## config.mk

```make
export PLATFORM = sky130hd
export DESIGN_NAME = matrix_mac_engine_flat
export DESIGN_NICKNAME = d
export VERILOG_FILES = /design/src/rtl/matrix_mac_if.sv /design/src/rtl/matrix_mac_engine.sv /design/src/flat_wrapper.sv
export SDC_FILE = /design/constraint.sdc
export NUM_CORES = 1
export LEC_CHECK = 0
export ABC_AREA = 0
export CAP_MARGIN = 40
export CORE_MARGIN = 3
export CORE_UTILIZATION = 35
export CTS_CLUSTER_SIZE = 30
export DETAILED_ROUTE_END_ITERATION = 10
export GPL_TIMING_DRIVEN = 1
export PLACE_DENSITY = 0.57
export SYNTH_ARGS = -nofsm -noshare
export SYNTH_HDL_FRONTEND = slang
export SYNTH_SLANG_ARGS = --single-unit
```

## constraint.sdc

```tcl
create_clock -name clk -period 15.11 [get_ports clk]
set_input_delay 3.022 -clock clk [delete_from_list [all_inputs] [get_ports clk]]
set_output_delay 3.022 -clock clk [all_outputs]
set_load 0.03 [all_outputs]
```

## src/rtl/matrix_mac_if.sv

```systemverilog
// Load, handshake and result-read signals of the matrix MAC engine.
interface matrix_mac_if #(
    parameter int unsigned N  = 2,
    parameter int unsigned DW = 8
);
    localparam int unsigned AW = $clog2(N * N);
    localparam int unsigned RW = 2 * DW + $clog2(N);

    logic          load_en;
    logic          load_sel;
    logic [AW-1:0] load_addr;
    logic [DW-1:0] load_data;
    logic          start;
    logic          sgn;
    logic          busy;
    logic          done;
    logic [AW-1:0] rd_addr;
    logic [RW-1:0] rd_data;

    modport master (
        output load_en, load_sel, load_addr, load_data, start, sgn, rd_addr,
        input  busy, done, rd_data
    );

    modport slave (
        input  load_en, load_sel, load_addr, load_data, start, sgn, rd_addr,
        output busy, done, rd_data
    );
endinterface

```

## src/rtl/matrix_mac_engine.sv

```systemverilog
// N x N integer matrix multiplier C = A*B using one time-shared MAC,
// one multiply-accumulate per cycle in k-fastest, then j, then i order.
module matrix_mac_engine #(
    parameter int unsigned N  = 2,
    parameter int unsigned DW = 8
) (
    input  logic        clk,
    input  logic        reset,
    matrix_mac_if.slave bus
);
    localparam int unsigned NE = N * N;
    localparam int unsigned AW = $clog2(NE);
    localparam int unsigned CW = $clog2(N);
    localparam int unsigned PW = 2 * DW;
    localparam int unsigned RW = PW + CW;
    localparam int unsigned XW = RW - PW;

    typedef enum logic [1:0] {
        IDLE    = 2'd0,
        COMPUTE = 2'd1,
        DONE    = 2'd2
    } state_t;

    state_t state, next_state;

    logic [DW-1:0] a_mat [NE];
    logic [DW-1:0] b_mat [NE];
    logic [RW-1:0] c_mat [NE];
    logic [CW-1:0] i_cnt, j_cnt, k_cnt;
    logic [RW-1:0] acc;
    logic          sgn_q;
    logic          busy_q;
    logic          done_q;

    logic          last_i_c, last_j_c, last_k_c, last_mac_c;
    logic [AW-1:0] a_idx_c, b_idx_c, c_idx_c;
    logic [DW-1:0] a_op_c, b_op_c;
    logic [PW-1:0] a_ext_c, b_ext_c, prod_c;
    logic [RW-1:0] term_c, sum_c;
    logic          load_ok_c, rd_ok_c;

    always_comb begin
        last_i_c   = (i_cnt == CW'(N - 1));
        last_j_c   = (j_cnt == CW'(N - 1));
        last_k_c   = (k_cnt == CW'(N - 1));
        last_mac_c = last_i_c && last_j_c && last_k_c;
        a_idx_c    = AW'(32'(i_cnt) * N + 32'(k_cnt));
        b_idx_c    = AW'(32'(k_cnt) * N + 32'(j_cnt));
        c_idx_c    = AW'(32'(i_cnt) * N + 32'(j_cnt));
        load_ok_c  = ({1'b0, bus.load_addr} < (AW+1)'(NE));
        rd_ok_c    = ({1'b0, bus.rd_addr} < (AW+1)'(NE));
    end

    // Product of the operands extended to 2*DW: the low 2*DW bits of a
    // sign-extended product are exactly the signed product.
    always_comb begin
        a_op_c  = a_mat[a_idx_c];
        b_op_c  = b_mat[b_idx_c];
        a_ext_c = {{DW{sgn_q & a_op_c[DW-1]}}, a_op_c};
        b_ext_c = {{DW{sgn_q & b_op_c[DW-1]}}, b_op_c};
        prod_c  = a_ext_c * b_ext_c;
        term_c  = {{XW{sgn_q & prod_c[PW-1]}}, prod_c};
        sum_c   = ((k_cnt == '0) ? '0 : acc) + term_c;
    end

    always_ff @(posedge clk or negedge reset) begin
        if (!reset) state <= IDLE;
        else        state <= next_state;
    end

    always_comb begin
        next_state = state;
        case (state)
            IDLE:    if (bus.start) next_state = COMPUTE;
            COMPUTE: if (last_mac_c) next_state = DONE;
            DONE:    next_state = IDLE;
            default: next_state = IDLE;
        endcase
    end

    // Operand storage, MAC datapath, counters and registered status.
    always_ff @(posedge clk or negedge reset) begin
        if (!reset) begin
            for (int e = 0; e < int'(NE); e++) begin
                a_mat[e] <= '0;
                b_mat[e] <= '0;
                c_mat[e] <= '0;
            end
            i_cnt  <= '0;
            j_cnt  <= '0;
            k_cnt  <= '0;
            acc    <= '0;
            sgn_q  <= 1'b0;
            busy_q <= 1'b0;
            done_q <= 1'b0;
        end else begin
            if (state == IDLE && bus.load_en && load_ok_c) begin
                if (bus.load_sel) b_mat[bus.load_addr] <= bus.load_data;
                else              a_mat[bus.load_addr] <= bus.load_data;
            end
            if (state == IDLE && bus.start) begin
                for (int e = 0; e < int'(NE); e++) c_mat[e] <= '0;
                sgn_q <= bus.sgn;
                i_cnt <= '0;
                j_cnt <= '0;
                k_cnt <= '0;
                acc   <= '0;
            end
            if (state == COMPUTE) begin
                acc   <= sum_c;
                k_cnt <= last_k_c ? '0 : k_cnt + CW'(1);
                if (last_k_c) begin
                    c_mat[c_idx_c] <= sum_c;
                    j_cnt <= last_j_c ? '0 : j_cnt + CW'(1);
                    if (last_j_c) i_cnt <= last_i_c ? '0 : i_cnt + CW'(1);
                end
            end
            busy_q <= (next_state == COMPUTE);
            done_q <= (next_state == DONE);
        end
    end

    assign bus.busy = busy_q;
    assign bus.done = done_q;

    // Results are hidden while a computation is rewriting them.
    always_comb begin
        bus.rd_data = '0;
        if (!busy_q && rd_ok_c) bus.rd_data = c_mat[bus.rd_addr];
    end
endmodule

```

## src/flat_wrapper.sv

```systemverilog
// flat-port wrapper written by rule: the top's interface ports become plain ports
module matrix_mac_engine_flat 
#(
    parameter int unsigned N  = 2,
    parameter int unsigned DW = 8
)
  (clk, reset, bus_load_en, bus_load_sel, bus_load_addr, bus_load_data, bus_start, bus_sgn, bus_rd_addr, bus_busy, bus_done, bus_rd_data);
  matrix_mac_if #(.N(N), .DW(DW)) bus_i ();
  input  logic clk;
  input  logic reset;
  input wire logic [$bits(bus_i.load_en)-1:0] bus_load_en;
  input wire logic [$bits(bus_i.load_sel)-1:0] bus_load_sel;
  input wire logic [$bits(bus_i.load_addr)-1:0] bus_load_addr;
  input wire logic [$bits(bus_i.load_data)-1:0] bus_load_data;
  input wire logic [$bits(bus_i.start)-1:0] bus_start;
  input wire logic [$bits(bus_i.sgn)-1:0] bus_sgn;
  input wire logic [$bits(bus_i.rd_addr)-1:0] bus_rd_addr;
  output wire logic [$bits(bus_i.busy)-1:0] bus_busy;
  output wire logic [$bits(bus_i.done)-1:0] bus_done;
  output wire logic [$bits(bus_i.rd_data)-1:0] bus_rd_data;
  assign bus_i.load_en = bus_load_en;
  assign bus_i.load_sel = bus_load_sel;
  assign bus_i.load_addr = bus_load_addr;
  assign bus_i.load_data = bus_load_data;
  assign bus_i.start = bus_start;
  assign bus_i.sgn = bus_sgn;
  assign bus_i.rd_addr = bus_rd_addr;
  assign bus_busy = bus_i.busy;
  assign bus_done = bus_i.done;
  assign bus_rd_data = bus_i.rd_data;
  matrix_mac_engine #(.N(N), .DW(DW)) u_core (.clk(clk), .reset(reset), .bus(bus_i));
endmodule
```

==> results of run 1 <==
worst max-delay path: cells and delay by family:
family / cells / cell delay (ns)
buf+inv: 2 / 1.66
mux: 1 / 0.59
simple gates: 1 / 0.14
worst paths after layout:
| check | endpoint | cells after the start |
|---|---|---|
| max | bus_rd_data[16] | 4 |
| min | u_core.c_mat[58] | 2 |
| max reg2reg | u_core.c_mat[33] | 26 |
| min reg2reg | u_core.c_mat[58] | 2 |
| max in group asynchronous | u_core.b_mat[3] | 3 |
| min in group asynchronous | u_core.bus.done | 1 |
area by class of cell:
type / count / share of cell area (%)
clock buffer: 17 / 3.63
clock inverter: 15 / 1.44
inverter: 88 / 2.82
multi-input combinational: 655 / 50.3
sequential: 157 / 33.6
tap: 384 / 4.10
timing repair buffer: 47 / 4.20
cells in the mapped netlist, drive strengths merged:
cell,number,area (µm²)
mux4,33,743
nor3b,2,20.0
nor3,4,20.0
a21o,5,37.5
nand2b,5,31.3
and2,54,340
o31a,2,17.5
o31ai,8,60.1
a31oi,2,12.5
ha,49,613
mux2i,2,20.0
fa,64,1280
clkbuf,36,135
or3,3,18.8
xnor2,20,190
o41ai,2,25.0
o21ai,97,485
buf,7,37.5
or4,1,7.51
mux2,65,732
and3,6,37.5
a21boi,2,15.0
o21bai,3,22.5
inv,88,330
a311oi,1,8.76
dfrtp,157,3930
or2,3,18.8
nor2b,23,144
a2111oi,1,8.76
o211ai,1,7.51
nor4b,1,8.76
nor2,18,67.6
nand4,2,12.5
o21a,7,52.6
nand3b,2,15.0
nand2,50,190
a21oi,15,75.1
xor2,7,61.3
a211oi,1,7.51
nand3,92,460
nor4,2,12.5
metal layers:
metal | vias up | wire length, µm | part of all wire [%] | global-route usage [%]
li1 | 3307 | - | - | -
met1 | 3434 | 10400 | 49 | 19.8
met2 | 78 | 10200 | 48 | 23.6
met3 | 11 | 431 | 2.0 | 2.14
met4 | 0 | 182 | 0.86 | 3.37
met5 | - | 0 | 0 | 0
flip-flops by register name (all words and copies together), names as in the netlist:
register and cells:
u_core.c_mat 68, u_core.a_mat 32, u_core.b_mat 32, u_core.acc 17, u_core.state 2, u_core.bus.busy 1
u_core.bus.done 1, u_core.i_cnt 1, u_core.j_cnt 1, u_core.k_cnt 1, u_core.sgn_q 1
cell usage in the layout, fill, tap and decap left out, drive strengths merged, types with 4 or more instances in the layout:
cell | synthesis | routed
buf | 7 | 12
nor3 | 4 | 4
xnor2 | 20 | 20
ha | 49 | 49
fa | 64 | 64
mux2 | 65 | 65
nor2 | 18 | 18
dfrtp | 157 | 157
clkdlybuf4s50 | 0 | 35
and2 | 54 | 54
mux4 | 33 | 33
nand2b | 5 | 5
nand2 | 50 | 50
nor2b | 23 | 23
clkbuf | 36 | 17
nand3 | 92 | 92
o21a | 7 | 7
xor2 | 7 | 7
inv | 88 | 97
a21o | 5 | 5
a21oi | 15 | 15
o21ai | 97 | 97
o31ai | 8 | 8
and3 | 6 | 6
through the flow:
step / hold slack (ns) / utilization, % / worst slack [ns]
global route: 0.513 / 40.6 / 6.57
global placement: 0.475 / 38.3 / 6.64
floorplan: 0.461 / - / 7.33
finish: 0.496 / 40.6 / 6.68
detailed placement: 0.484 / 38.5 / 6.66
CTS: 0.499 / 40.6 / 6.65
cell families (layout without fill, tap and decap cells):
kind of cell | after synthesis | in the layout | share of synthesized area, %
simple gates | 268 | 268 | 13.6
flops | 157 | 157 | 38.1
compound gates | 147 | 147 | 8.10
buf+inv | 131 | 167 | 4.88
fa+ha+maj | 113 | 113 | 18.4
mux | 100 | 100 | 14.5
xor+xnor | 27 | 27 | 2.44
==> impl_metrics.tcl, run 1 <==
set metrics [dict create \
    min_from "u_core.c_mat[58]" \
    grt_usage_pct 14.2 \
    drt_iter0_markers 432 \
    rows 62 \
    cts_tree "yes" \
    finalSetupTns_ns 0 \
    via_count 6830 \
    worstPathCellList "clkdlybuf4s50_1, mux4_2, nor2b_1, clkdlybuf4s50_1" \
    skew_ns 0.0144 \
    antenna_found_initial 0 \
    numCtsBuffers 17 \
    die_w_um 178 \
    syn_nets 1074 \
    criticalPathCategory "input port to primary output" \
    cts_sinks 157 \
    syn_avg_cell_area_um2 10.9 \
    hp-class "register to register" \
    reg2reg_setup_slack_ns 7.20 \
    pin_count 37 \
    slew_headroom_pct 37.1 \
    cts_resized 0 \
    status "complete, no violations" \
    crit_slowest_cell "clkdlybuf4s50_1" \
    n_antenna_cell 0 \
    ys_types 50 \
    fmax_mhz 119 \
    max-cap-violations 0 \
    dpl-instance-area_mm2 0.0111 \
    ant_nets 0 \
    path_max_fanout 17 \
    io_buffers 36 \
    wl_per_cell_um 15.6 \
    setup_viol 0 \
    synth_cells 943 \
    r2r-start "u_core.k_cnt" \
    grt.overflow.total 0 \
    vias_per_cell 5.01 \
    hold_viol 0 \
    slew_violations 0 \
    cts_root_buffer "clkbuf_16" \
    clkTransAtPathRegs_ns 0.06 \
    period_minus_slack_ns 8.43 \
    synth_warnings 0 \
    dp.cells 1331 \
    crit_required_ns 12.09 \
    totalWireLength_um 21200 \
    tightest_slew_ns 0.937 \
    max_stage_delay_ns 1.04 \
    start_kind "input port" \
    ff_latch_area_mm2 0.00393 \
    worstSkewPairLatency_ns 0.43 \
    syn2layout_area_growth_pct 13.5 \
    drc 0 \
    crit_path_start "bus_rd_addr[1]" \
    synth-seq-cells 157 \
    seq_area_frac_synth_pct 38.1 \
    rsz0062_at_grt "no" \
    hold_buffers 0 \
    fin_area_mm2 0.0117 \
    cp_data_arrival_time_ns 5.41 \
    design.core.area_mm2 0.0289 \
    grt_pass1_vias 7073 \
    final_layout_size_suffix_gt1_share_pct 15.4 \
    dr.pass1.iters 5 \
    multi_input_area_mm2 0.00588 \
    cp_common_cell "clkdlybuf4s50_1" \
    die_area_mm2 0.0316 \
    dp.final_hpwl_um 15400 \
    gp_congestion 0.825 \
    n_fill_cell 2824 \
    fin_crit_sh_pct 55.8 \
    cts_setup_buffers 0 \
    clockBufferDepth 2 \
    fin_nets 1097 \
    stdcell_count 1363 \
    grt_pass1_wl_um 36100 \
    die_y_um 178 \
    initial_utilization_pct 35.7 \
    htreeDepth 4 \
    grt_max_degree 87 \
    syn_area_mm2 0.0103 \
    worst_setup_path_end_kind "primary output" \
]
Power of run 1 is not shown: default switching activity piles up to over one toggle a cycle in this logic, so the estimate is an artifact.
==> run 2: changes to the inputs <==
--- a/config.mk
+++ b/config.mk
@@ -12,7 +12,7 @@
 export CTS_CLUSTER_SIZE = 30
 export DETAILED_ROUTE_END_ITERATION = 10
 export GPL_TIMING_DRIVEN = 1
-export PLACE_DENSITY = 0.57
+export PLACE_DENSITY = 0.58
 export SYNTH_ARGS = -nofsm -noshare
 export SYNTH_HDL_FRONTEND = slang
 export SYNTH_SLANG_ARGS = --single-unit
==> constraint.sdc (replaced) <==
create_clock -name clk -period 7.3 [get_ports clk]
set_input_delay 1.46 -clock clk [delete_from_list [all_inputs] [get_ports clk]]
set_output_delay 1.46 -clock clk [all_outputs]
set_load 0.03 [all_outputs]
==> run 2 against run 1 <==
Die area unchanged. Hold slack improved by 0.0021 ns. Final cell count rose by 1.2%. Critical path depth rose by 23. Count of clock-buffer cells in the layout unchanged. Sequential share of layout area decreased by 0.57 points. Flip-flop and latch count is the same. Clock skew increased by 0.0018 ns. First-iteration DRC count is 29% lower. Design area grew 1.8%. Via count rose by 0.91%. Largest cell class unchanged.
==> impl_metrics.tcl, run 2 (synthesized netlist as in run 1, its figures left out) <==
set metrics [dict create \
    top_register "u_core.c_mat" \
    rsz0062_at_grt "no" \
    final_core_util_pct 41.3 \
    rows 62 \
    vias_per_cell 5.00 \
    period_minus_slack_ns 6.88 \
    max-cap-violations 0 \
    skew_ns 0.0162 \
    die_area_mm2 0.0316 \
    hp-class "register to register" \
    n_fill_cell 2803 \
    grt.overflow.total 0 \
    clkTransAtPathRegs_ns 0.07 \
    final_layout_size_suffix_gt1_share_pct 17.7 \
    grt_max_degree 86 \
    pin_count 37 \
    setup_viol 0 \
    grt_pass1_wl_um 37600 \
    grt_pass1_vias 7349 \
    drc 0 \
    largestRegisters "u_core.c_mat x68, u_core.a_mat x32, u_core.b_mat x32" \
    crit_slowest_cell "mux4_2" \
    cts_sinks 157 \
    slew_headroom_pct 49.7 \
    cp_common_cell "fa_1" \
    cp_data_arrival_time_ns 7.18 \
    ff_latch_area_mm2 0.00393 \
    criticalPathCategory "register to register" \
    grt_usage_pct 14.8 \
    die_w_um 178 \
    fin_nets 1113 \
    cts_tree "yes" \
    status "complete, no violations" \
    hold_buffers 0 \
    multi_input_area_mm2 0.00592 \
    setup_slack_ns 0.415 \
    worstSkewPairLatency_ns 0.43 \
    dr.pass1.iters 4 \
    slew_violations 0 \
    die_y_um 178 \
    syn2layout_area_growth_pct 15.6 \
    start_kind "register" \
    worst_setup_path_end_kind "register" \
    fin_crit_sh_pct 94.3 \
    hold_viol 0 \
    final_common_cell "dfrtp_1" \
    place_ws_ns 0.117 \
    antenna_found_initial 0 \
    wl_per_cell_um 16.1 \
    path_buf_inv 5 \
    path_max_fanout 16 \
    crit_required_ns 7.60 \
    finalSetupTns_ns 0 \
    via_count 6892 \
    clockBufferDepth 2 \
    dp.final_hpwl_um 15900 \
    cts_root_buffer "clkbuf_16" \
    n_antenna_cell 0 \
    layout_common_cells "dfrtp_1, nand3_1, inv_1" \
    totalWireLength_um 22100 \
    initial_utilization_pct 35.7 \
    crit_family "adder cells" \
    largest_reg_flops 68 \
    design.core.area_mm2 0.0289 \
    ant_nets 0 \
    max_stage_delay_ns 0.53 \
    htreeDepth 4 \
    io_buffers 36 \
    holdWs_ns 0.498 \
    numCtsBuffers 17 \
    gp_congestion 0.848 \
    tightest_slew_ns 0.755 \
    fmax_mhz 145 \
    drt_iter0_markers 308 \
]
## run 2: changes by cell type in the layout (fill, tap and decap cells not counted), moves of 2 or more
cell        delta
clkinvlp_4     -2
dfrtp_2        +2
buf_4         +14
xnor2_2        +2
xnor2_1        -2
dfrtp_1        -2
clkinv_8       +3
## run 2: cell type report
type | count | area share (%)
clock buffers | 17 | 3.57
clock inverters | 15 | 1.61
inverters | 88 | 2.77
multi-input cells | 655 | 49.7
flip-flops and latches | 157 | 33.0
well taps | 384 | 4.03
repair buffers | 63 | 5.38
## run 2: metrics by stage
step	area, µm²	instances
floorplan	10300	943
global placement	11200	1341
detailed placement	11200	1344
CTS	11800	1376
global route	11900	1379
finish	11900	1379
## run 2: metal layers
metal | GRT usage (%) | wire length, µm
met2 | 25.1 | 11000
met1 | 20.1 | 10500
met4 | 3.21 | 155
met5 | 0 | 0
met3 | 2.20 | 520
## run 2: tightest hold or removal path: cells and delay by family (launching register included)
kind | cells | cell delay, ns
compound gates | 1 | 0.07
simple gates | 1 | 0.06
flops | 1 | 0.34
## run 2: path summary, 6_finish.rpt
check | to | cells past startpoint | from | slack, ns
setup / recovery | u_core.c_mat[33] | 27 | u_core.k_cnt | 0.42
hold / removal | u_core.acc[4] | 2 | u_core.acc[4] | 0.50
setup reg to reg | u_core.c_mat[33] | 27 | u_core.k_cnt | 0.42
hold reg to reg | u_core.acc[4] | 2 | u_core.acc[4] | 0.50
max in group asynchronous | u_core.b_mat[26] | 3 | reset | 5.14
min in group asynchronous | u_core.bus.done | 1 | reset | 1.04
## run 2: timing repair
action | 4_1_cts | 5_1_grt
resized for setup | 0 | 9
endpoints found under the hold margin | 0 | 0
setup endpoints to repair | 0 | 15
setup buffers | 0 | 2
Power of run 2 is left out for the same reason.
==> run 3: changes to the inputs <==
--- a/config.mk
+++ b/config.mk
@@ -6,7 +6,6 @@
 export NUM_CORES = 1
 export LEC_CHECK = 0
 export ABC_AREA = 0
-export CAP_MARGIN = 40
 export CORE_MARGIN = 3
 export CORE_UTILIZATION = 35
 export CTS_CLUSTER_SIZE = 30
==> run 3 against run 2 <==
Die area stayed put. Flip-flop and latch count stayed put. Utilization is 0.16 points lower. Register-to-register slack worse by 0.04 ns. First-iteration DRC count is 15% higher. Worst setup slack worse by 0.039 ns. Via count is 0.26% lower. Critical path type unchanged. Critical endpoint unchanged.
==> impl_metrics.tcl, run 3 (synthesized netlist as in run 1, its figures left out) <==
set metrics [dict create \
    vias_per_cell 4.99 \
    largestRegisters "u_core.c_mat x68, u_core.a_mat x32, u_core.b_mat x32" \
    drt_iter0_markers 354 \
    max_stage_delay_ns 0.54 \
    fin_nets 1111 \
    hold_viol 0 \
    path_max_fanout 16 \
    finalSetupTns_ns 0 \
    clkTransAtPathRegs_ns 0.07 \
    largest_reg_flops 68 \
    crit_path_start "u_core.k_cnt" \
    cts_sinks 157 \
    worst_setup_path_end_kind "register" \
    totalWireLength_um 22300 \
    r2r_end "u_core.c_mat[33]" \
    n_antenna_cell 0 \
    via_count 6874 \
    status "complete, no violations" \
    wl_per_cell_um 16.2 \
    max-cap-violations 0 \
    top_register "u_core.c_mat" \
    initial_utilization_pct 35.7 \
    dr.pass1.iters 4 \
    syn2layout_area_growth_pct 15.1 \
    grt.overflow.total 0 \
    clockBufferDepth 2 \
    design.core.area_mm2 0.0289 \
    crit_required_ns 7.60 \
    grt_pass1_vias 7290 \
    skew_ns 0.0244 \
    crit_slowest_cell "fa_1" \
    dp.cells 1341 \
    cp_data_arrival_time_ns 7.22 \
    path_buf_inv 6 \
    pin_count 37 \
    worstSkewPairLatency_ns 0.44 \
    die_area_mm2 0.0316 \
    die_y_um 178 \
    r2r-start "u_core.k_cnt" \
    criticalPathCategory "register to register" \
    die_w_um 178 \
    grt_max_degree 92 \
    ant_nets 0 \
    drc 0 \
    dp.final_hpwl_um 15600 \
    grt_pass1_wl_um 37600 \
    crit_cells 27 \
    cp-endpoint "u_core.c_mat[33]" \
    r2r_cells 27 \
    setup_viol 0 \
    layout_common_cells "dfrtp_1, nand3_1, inv_1" \
    final_common_cell "dfrtp_1" \
    io_buffers 36 \
    final_layout_size_suffix_gt1_share_pct 17.9 \
    fin_area_mm2 0.0119 \
    stdcell_count 1377 \
    reg2reg_setup_slack_ns 0.38 \
    fin_crit_sh_pct 94.9 \
    tightest_slew_ns 1.01 \
    slew_violations 0 \
    start_kind "register" \
    dpl-instance-area_mm2 0.0112 \
    numCtsBuffers 17 \
    htreeDepth 4 \
    gp_congestion 0.848 \
    hold_buffers 0 \
    antenna_found_initial 0 \
    period_minus_slack_ns 6.92 \
    grt_usage_pct 14.8 \
    hp-class "register to register" \
    rows 62 \
    cts_tree "yes" \
    crit_family "adder cells" \
    cts_root_buffer "clkbuf_16" \
    fmax_mhz 144 \
    slew_headroom_pct 32.8 \
]
-- run 3: final cells by class --
class,instances,area [µm²]
clock buffers,17,425
clock inverters,15,191
fillers,2796,17000
inverters,88,330
multi-input cells,655,5940
flip-flops and latches,157,3930
well taps,384,480
repair buffers,61,579
-- run 3: worst min-delay path by stage --
stage,from,slack (ns),to,cells past startpoint
6_report,u_core.c_mat[39],0.50,u_core.c_mat[39],2
5_1_grt,u_core.a_mat[13],0.51,u_core.a_mat[13],1
4_1_cts,u_core.acc[3],0.50,u_core.acc[3],2
3_5_place_dp,u_core.c_mat[12],0.48,u_core.c_mat[12],2
3_3_place_gp,u_core.acc[2],0.48,u_core.acc[2],2
2_1_floorplan,u_core.acc[0],0.46,u_core.acc[0],2
-- run 3: worst register-to-register path: cells and delay by family, from the launching register on --
kind | cells | cell delay [ns]
XOR/XNOR | 3 | 0.56
buffers and inverters | 6 | 0.48
flip-flops | 1 | 0.40
AND/OR/NAND/NOR | 2 | 0.30
AO/OA/AOI/OAI | 8 | 1.35
adder cells (fa/ha/maj) | 7 | 3.16
multiplexers | 1 | 0.54
-- run 3: per-layer routing --
layer | vias to the layer above | track usage [%] | share of wire (%)
met3 | 13 | 2.48 | 1.9
met4 | 0 | 3.50 | 1.0
li1 | 3325 | - | -
met2 | 72 | 25.4 | 50
met1 | 3464 | 19.8 | 47
met5 | - | 0 | 0
-- run 3: timing repair --
item	4_1_cts	5_1_grt
setup buffers	0	3
setup endpoints to repair	0	15
resized for setup	0	14
endpoints found under the hold margin	0	0
-- run 3: stage by stage --
stage	setup WS [ns]	hold slack, ns	util [%]
floorplan	0.396	0.461	-
global placement	0.287	0.477	38.7
detailed placement	0.137	0.484	38.7
CTS	0.0950	0.501	40.8
global route	-0.0209	0.506	41.1
finish	0.376	0.497	41.1
Power of run 3 is left out for the same reason.
